<file path="config.mk">
export PLATFORM = sky130hd
export DESIGN_NAME = instr_encoder_flat
export DESIGN_NICKNAME = d
export VERILOG_FILES = /design/src/rtl/instr_encoder_if.sv /design/src/rtl/instr_encoder.sv /design/src/flat_wrapper.sv
export SDC_FILE = /design/constraint.sdc
export NUM_CORES = 1
export LEC_CHECK = 0
export ABC_AREA = 1
export BUFFER_PORTS_ARGS = -buffer_cell sky130_fd_sc_hd__buf_4
export CAP_MARGIN = 20
export CORE_ASPECT_RATIO = 1.2
export CORE_MARGIN = 2
export CORE_UTILIZATION = 40
export CTS_CLUSTER_SIZE = 12
export DETAILED_ROUTE_END_ITERATION = 8
export GPL_ROUTABILITY_DRIVEN = 0
export PLACE_DENSITY = 0.75
export SLEW_MARGIN = 20
export SYNTH_ARGS = -nofsm -noshare
export SYNTH_HDL_FRONTEND = slang
export SYNTH_SLANG_ARGS = --single-unit
</file>
<file path="constraint.sdc">
create_clock -name clk -period 1.95 [get_ports clk]
set_input_delay 0.195 -clock clk [delete_from_list [all_inputs] [get_ports clk]]
set_output_delay 0.195 -clock clk [all_outputs]
set_load 0.02 [all_outputs]
</file>
<file path="src/rtl/instr_encoder_if.sv">
// ---------------------------------------------------------------------------
// instr_encoder_if
//   Handshake bundle between an instruction producer (program loader / bench)
//   and the instruction encoder.
//
//   Field side  : in_valid/in_ready plus the decoded fields
//                 kind (00=R, 01=LW, 10=SW, 11=BEQ), rs, rt, rd, shamt,
//                 funct, imm.
//   Word side   : out_valid/out_ready plus the encoded 32-bit instr and
//                 its ADDR_W-bit word address.
//
//   master : producer of field bundles and consumer of encoded words.
//   slave  : the encoder itself.
// ---------------------------------------------------------------------------
interface instr_encoder_if #(
    parameter int ADDR_W = 8
);
    logic              in_valid;
    logic              in_ready;
    logic [1:0]        kind;
    logic [4:0]        rs;
    logic [4:0]        rt;
    logic [4:0]        rd;
    logic [4:0]        shamt;
    logic [5:0]        funct;
    logic [15:0]       imm;

    logic              out_valid;
    logic              out_ready;
    logic [31:0]       instr;
    logic [ADDR_W-1:0] addr;

    modport master (
        output in_valid, kind, rs, rt, rd, shamt, funct, imm, out_ready,
        input  in_ready, out_valid, instr, addr
    );

    modport slave (
        input  in_valid, kind, rs, rt, rd, shamt, funct, imm, out_ready,
        output in_ready, out_valid, instr, addr
    );
endinterface

</file>
<file path="src/rtl/instr_encoder.sv">
// ---------------------------------------------------------------------------
// instr_encoder
//   Packs decoded MIPS-subset fields (R-type, LW, SW, BEQ) into 32-bit
//   instruction words and streams them, with a sequential word address,
//   towards an instruction-memory write port. Intake stops once MAX_WORDS
//   words have been accepted since reset/clear.
//
//   Ports:
//     clk    - rising-edge clock
//     reset  - asynchronous, active-low reset
//     clear  - synchronous restart: zero address/count, drop output word
//     bus    - instr_encoder_if.slave (field bundle in, encoded word out)
//     count  - words accepted since reset/clear (ADDR_W+1 bits)
//     full   - count == MAX_WORDS
// ---------------------------------------------------------------------------
module instr_encoder #(
    parameter int ADDR_W    = 8,
    parameter int MAX_WORDS = 256
) (
    input  logic              clk,
    input  logic              reset,
    input  logic              clear,
    instr_encoder_if.slave    bus,
    output logic [ADDR_W:0]   count,
    output logic              full
);

    typedef enum logic [1:0] {
        KIND_R   = 2'b00,
        KIND_LW  = 2'b01,
        KIND_SW  = 2'b10,
        KIND_BEQ = 2'b11
    } kind_e;

    localparam logic [ADDR_W:0] MAX_CNT = (ADDR_W + 1)'(MAX_WORDS);

    logic              out_valid_q;
    logic [31:0]       instr_q;
    logic [ADDR_W-1:0] addr_q;
    logic [ADDR_W:0]   count_q;

    kind_e             kind;
    logic [31:0]       enc_word;
    logic              in_ready;
    logic              accept;
    logic              xfer;

    assign kind = kind_e'(bus.kind);

    always_comb begin
        enc_word = '0;
        unique case (kind)
            KIND_R:   enc_word = {6'b000000, bus.rs, bus.rt, bus.rd, bus.shamt, bus.funct};
            KIND_LW:  enc_word = {6'b100011, bus.rs, bus.rt, bus.imm};
            KIND_SW:  enc_word = {6'b101011, bus.rs, bus.rt, bus.imm};
            KIND_BEQ: enc_word = {6'b000100, bus.rs, bus.rt, bus.imm};
        endcase
    end

    // The output register can take a new word when it is empty or is being
    // drained this same cycle; clear blocks intake so the restarted load
    // begins cleanly at address 0.
    always_comb begin
        full     = (count_q == MAX_CNT);
        in_ready = !clear && !full && (!out_valid_q || bus.out_ready);
        accept   = bus.in_valid && in_ready;
        xfer     = out_valid_q && bus.out_ready;
    end

    always_ff @(posedge clk or negedge reset) begin
        if (!reset) begin
            out_valid_q <= 1'b0;
            instr_q     <= '0;
            addr_q      <= '0;
            count_q     <= '0;
        end else if (clear) begin
            out_valid_q <= 1'b0;
            instr_q     <= '0;
            addr_q      <= '0;
            count_q     <= '0;
        end else begin
            if (accept) begin
                out_valid_q <= 1'b1;
                instr_q     <= enc_word;
                addr_q      <= count_q[ADDR_W-1:0];
                count_q     <= count_q + 1'b1;
            end else if (xfer) begin
                out_valid_q <= 1'b0;
            end
        end
    end

    assign bus.in_ready  = in_ready;
    assign bus.out_valid = out_valid_q;
    assign bus.instr     = instr_q;
    assign bus.addr      = addr_q;
    assign count         = count_q;

endmodule

</file>
<file path="src/flat_wrapper.sv">
// flat-port wrapper written by rule: the top's interface ports become plain ports
module instr_encoder_flat 
#(
    parameter int ADDR_W    = 8,
    parameter int MAX_WORDS = 256
)
  (clk, reset, clear, count, full, bus_in_valid, bus_kind, bus_rs, bus_rt, bus_rd, bus_shamt, bus_funct, bus_imm, bus_out_ready, bus_in_ready, bus_out_valid, bus_instr, bus_addr);
  instr_encoder_if #(.ADDR_W(ADDR_W)) bus_i ();
  input  logic clk;
  input  logic reset;
  input  logic clear;
  output logic [ADDR_W:0] count;
  output logic full;
  input wire logic [$bits(bus_i.in_valid)-1:0] bus_in_valid;
  input wire logic [$bits(bus_i.kind)-1:0] bus_kind;
  input wire logic [$bits(bus_i.rs)-1:0] bus_rs;
  input wire logic [$bits(bus_i.rt)-1:0] bus_rt;
  input wire logic [$bits(bus_i.rd)-1:0] bus_rd;
  input wire logic [$bits(bus_i.shamt)-1:0] bus_shamt;
  input wire logic [$bits(bus_i.funct)-1:0] bus_funct;
  input wire logic [$bits(bus_i.imm)-1:0] bus_imm;
  input wire logic [$bits(bus_i.out_ready)-1:0] bus_out_ready;
  output wire logic [$bits(bus_i.in_ready)-1:0] bus_in_ready;
  output wire logic [$bits(bus_i.out_valid)-1:0] bus_out_valid;
  output wire logic [$bits(bus_i.instr)-1:0] bus_instr;
  output wire logic [$bits(bus_i.addr)-1:0] bus_addr;
  assign bus_i.in_valid = bus_in_valid;
  assign bus_i.kind = bus_kind;
  assign bus_i.rs = bus_rs;
  assign bus_i.rt = bus_rt;
  assign bus_i.rd = bus_rd;
  assign bus_i.shamt = bus_shamt;
  assign bus_i.funct = bus_funct;
  assign bus_i.imm = bus_imm;
  assign bus_i.out_ready = bus_out_ready;
  assign bus_in_ready = bus_i.in_ready;
  assign bus_out_valid = bus_i.out_valid;
  assign bus_instr = bus_i.instr;
  assign bus_addr = bus_i.addr;
  instr_encoder #(.ADDR_W(ADDR_W), .MAX_WORDS(MAX_WORDS)) u_core (.clk(clk), .reset(reset), .clear(clear), .bus(bus_i), .count(count), .full(full));
endmodule
</file>
Word level (Yosys, flattened, before mapping)

Index checks and enable logic that the tools add are counted.

Bits in writable memories: 0
Input bits: 49
Word-level logic and storage cells: 30
ROM bits: 0
Memories: 0
Latch bits: 0
Bits in registers: 50

$mul: 0
Bitwise gates (word level): 0
Divide/modulo/power cells: 0
Magnitude comparators: 0
Reductions and logical operators: 11
Equal/unequal tests: 4
Mux-type cells: 10
Shift-type cells: 0
$add $sub $neg: 1

Operator list:

| kind                | number |
|---|---|
| $pmux 32 s4         | 1 |
| $mux 32             | 2 |
| $mux 9              | 2 |
| $mux 8              | 2 |
| $add 9x1->9 const B | 1 |
| $eq 9x9->1 const B  | 1 |
| $eq 2x2->1 const B  | 2 |
| $logic_and 1x1->1   | 4 |
| $logic_not 1->1     | 3 |
| $mux 1              | 3 |
| $reduce_bool 3->1   | 1 |
| $eq 2x1->1 const B  | 1 |
| $logic_not 2->1     | 1 |
| $reduce_bool 2->1   | 1 |
| $logic_or 1x1->1    | 1 |

Logic depth before layout (Yosys ltp)

Depth after elaboration: 7
Gate-level depth with buffers: 10
Gate-level depth less buffers: 9

Worst setup path after synthesis

Ideal clock, no wire load.

Kind: register -> register
Start point: reg u_core.count_q[0], in the netlist u_core.count[0]
End point: reg u_core.instr_q[10], in the netlist u_core.bus.instr[10]
Buffers on the path: 2
Library setup time: 0.118 ns
Period minus slack after synthesis: 1.583 ns
Cell stages (with the launch flop): 11
Arrival: 1.465 ns
Path slack: 0.367 ns
Cell sequence: dfrtp_1 -> inv_1 -> ha_1 -> nand2_1 -> nor2_2 -> nand2_2 -> nand3_4 -> buf_6 -> buf_6 -> nand3_1 -> nand2_1

Word-level cells in the longest chain between the ends: 6

RTL lines:

| what                               | RTL line            | text |
|---|---|---|
| from (decl)                        | instr_encoder.sv:40 | `logic [ADDR_W:0] count_q;` |
| from (signal assigned)             | instr_encoder.sv:86 | `count_q <= count_q + 1'b1;` |
| $eq 9x9->1                         | instr_encoder.sv:64 | `full = (count_q == MAX_CNT);` |
| $logic_not 1->1                    | instr_encoder.sv:65 | `in_ready = !clear && !full && (!out_valid_q \|\| bus.out_ready);` |
| $logic_and 1x1->1 (2 in series)    | instr_encoder.sv:65 |  |
| $logic_and 1x1->1                  | instr_encoder.sv:66 | `accept = bus.in_valid && in_ready;` |
| $reduce_bool 2->1 (no source line) | --                  |  |
| to (signal assigned)               | instr_encoder.sv:84 | `instr_q <= enc_word;` |
| to (decl)                          | instr_encoder.sv:38 | `logic [31:0] instr_q;` |

No other way between the ends.
A chain may end at the register's enable or synchronous reset.

Worst setup path after layout

Start point: reg u_core.count_q[1], in the netlist u_core.count[1]
End point: reg u_core.instr_q[2], in the netlist u_core.bus.instr[2]

Same word-level chain as after synthesis.

==> summary.txt <==
Power and ir drop
  • P_leak: 1.96 nW
  • Max IR drop VDD: 423 uV
  • Final Power: 2.10 mW
  • PD cells: 627 mW/mm^2

GRT
  • Vias in the first global route: 2315
  • Pin count of the biggest net entering global routing: 48
  • Gr usage total: 18.9%
  • Global route overflow: 0
  • First-pass GRT wire length: 10.3 mm
  • Initial antenna violation count: 0

STA
  • Max Slew Vio Count: 0
  • Max-slew headroom: 60.8%
  • Setup TNS: 0 ps
  • Fmax: 562 MHz
  • RSZ-0062 raised after global routing: no
  • Final setup fails: 0
  • Final Skew: 3.73 ps
  • Worst-Margin Slew: 588 ps
  • Min Hold Slack: 97.4 ps
  • Post-route clock period utilization: 91.2%
  • Tmin final: 1780 ps
  • Hold Vio Cnt, Final: 0

Clock tree
  • Clk slew on worst S/H paths: 80 ps
  • Worst skew pair latency: 290 ps
  • Total CTS buffers: 5
  • H-tree lvl count: 2
  • Sink Count: 47
  • Clock root cell: clkbuf_8
  • CTS tree: yes
  • Clock buffer depth: 2
  • Setup bufs post-CTS: 0

Die
  • Core Rows: 31
  • I/O pins: 101
  • Die Area: 0.00683 mm^2
  • Die Wd: 75.8 um
  • Core footprint: 0.00601 mm^2
  • Initial Utilization: 41.1%
  • Die H: 90.1 um

Min path
  • Worst hold path type: input port to flip-flop

Yosys
  • Post-synthesis sequential area ratio: 47.6%
  • Synth area leaders: dfrtp_1 (48%), nand2_1 (22%), nand3_1 (9.9%), o21ai_0 (3.2%), ha_1 (3.0%)
  • Synth cell types: 22
  • Yosys reg bits: 47
  • Average size of a mapped cell: 7.45 um^2
  • Syn_nets: 387
  • Gate Count Post-Synth: 332
  • Synth warn: 0
  • Cell taking the most area after synthesis: dfrtp_1
  • Yosys top cell area share: 47.6%
  • Netlist Area Pre-Place: 0.00247 mm^2

Routing
  • DRC viols: 0
  • Starting DRT DRC Count: 112
  • Vias post-DR: 2389
  • WL final: 6.18 mm
  • TritonRoute pass-1 iters: 4
  • Wire per inst: 12.2 um
  • Via density: 4.70
  • DRT antenna net count: 0

Setup path
  • Setup crit start kind: flip-flop
  • Crit-path max cell delay: 460 ps
  • CP Launch Point: u_core.count[1]
  • Slowest CP cell: dfrtp_1
  • Worst setup endpoint: u_core.bus.instr[2]
  • Critical R2R Capture: u_core.bus.instr[2]
  • Crit path buffers/inverters: 3
  • Critical Path Sink Type: flip-flop
  • Crit-path max FO: 25
  • Arrival @ worst endpoint: 2010 ps
  • Critical path type: flip-flop to flip-flop
  • Crit-path leading delay family: buffers and inverters
  • R2r setup slk: 170 ps
  • Worst Path Required: 2190 ps
  • CP Depth: 10
  • FF-to-FF path depth: 10
  • Crit-path cells: inv_1, ha_1, nand2_1, nor2_2, nand2_2, nand3_4, buf_4, buf_6, nand3_1, nand2_1
  • Crit path top cell by count: nand2_1
  • R2r startpoint: u_core.count[1]

Job
  • Max Cap Violations: 0

Placement
  • I/O Buffers: 99
  • Detailed placer's ending HPWL: 4.62 mm

Cells and area
  • # diodes: 0
  • Final Util: 55.8%
  • Nets: 482
  • Share of cells above drive strength 1: 28.9%
  • Area growth, synth to finish: 35.7%

Outcome
  • Status: finished, final reports clean
==> synthesized netlist by cell type <==
cell	instances
nor2_2	1
clkbuf_1	4
nand2_2	1
buf_6	2
buf_2	11
nand3_4	1
buf_4	5
a21oi_1	1
dfrtp_1	47
nand4_1	1
inv_1	18
o21ai_0	16
o21bai_1	1
nor3b_1	1
nand2_1	145
conb_1	1
nor2_1	13
inv_2	5
nand3_1	49
xor2_1	2
xnor2_1	1
ha_1	6
==> logic make-up (layout without fill, tap and decap cells) <==
family / count (synthesis) / count (layout) / share of synthesized area [%]
simple gates: 212 / 212 / 35.7
flops: 47 / 47 / 47.6
buf+inv: 45 / 139 / 8.75
compound gates: 18 / 18 / 3.74
fa+ha+maj: 6 / 6 / 3.04
xor+xnor: 3 / 3 / 1.06
other cells: 1 / 1 / 0.152
==> cells in the final DEF (no fill, tap or decap) <==
master / instances
buf_6: 1
nor2_1: 13
nand2_2: 1
o21bai_1: 1
ha_1: 6
clkinvlp_4: 1
o21ai_0: 16
inv_4: 1
inv_2: 4
nand2_1: 145
inv_1: 18
xnor2_1: 1
nor3b_1: 1
nand3_4: 1
nor2_2: 1
clkbuf_8: 5
dfrtp_1: 47
nand3_1: 49
buf_4: 108
conb_1: 1
a21oi_1: 1
nand4_1: 1
dlygate4sd3_1: 1
xor2_1: 2
==> report_power, final <==
| part | internal, mW | switching, mW | total, mW |
|---|---|---|---|
| logic | 0.209 | 0.276 | 0.485 |
| registers | 1.03 | 0.0413 | 1.07 |
| clock network | 0.238 | 0.311 | 0.549 |
==> sequential cells by signal, summed over array words and instances, names as in the netlist <==
register and cells:
u_core.bus.instr 29, u_core.count 9, u_core.bus.addr 8, u_core.bus.out_valid 1
==> cell type report <==
cell class                 count  area, um^2
inverter                      23        88.8
fill                         590        2660
multi-input combinational    240        1080
tap                           82         103
timing repair buffer         110         832
sequential                    47        1180
clock buffer                   5        68.8
clock inverter                 1        7.51
==> how the worst min path moves through the flow <==
stage	startpoint	end	slack [ps]	depth (start not counted)
after global routing	bus_rt[0]	u_core.bus.instr[16]	90	3
after CTS	bus_rt[4]	u_core.bus.instr[20]	90	3
after detailed placement	reset	u_core.bus.instr[27]	240	1
after global placement	reset	u_core.bus.instr[23]	230	1
final	bus_rs[1]	u_core.bus.instr[22]	100	3
after floorplan	reset	u_core.bus.addr[0]	-100	0
==> worst reg2reg max path: cells and delay by family, from the launching register on <==
kind,cells,cell delay (ps)
flops,1,460
buf+inv,3,610
simple gates,6,520
fa+ha+maj,1,140
==> routing by layer <==
| layer | track usage [%] | vias up | part of all wire [%] |
|---|---|---|---|
| met4 | 6.87 | 0 | 2.1 |
| met2 | 31.3 | 65 | 53 |
| li1 | - | 1213 | - |
| met1 | 23.8 | 1100 | 40 |
| met5 | 0 | - | 0 |
| met3 | 3.81 | 11 | 4.8 |
==> through the flow <==
stage / instance area [um^2] / setup WS (ps) / instances
after floorplan: 2470 / 367 / 332
after global placement: 3260 / 183 / 501
after detailed placement: 3260 / 111 / 501
after CTS: 3350 / 94.5 / 508
after global routing: 3360 / 9.09 / 508
final: 3360 / 172 / 508
==> what timing repair did <==
action | 4_1_cts | 5_1_grt
hold buffers | 1 | 0
setup endpoints to repair | 0 | 28
hold endpoints to repair | 47 | 0
gates resized for setup | 0 | 3
Power figures use the tool's default switching activity.
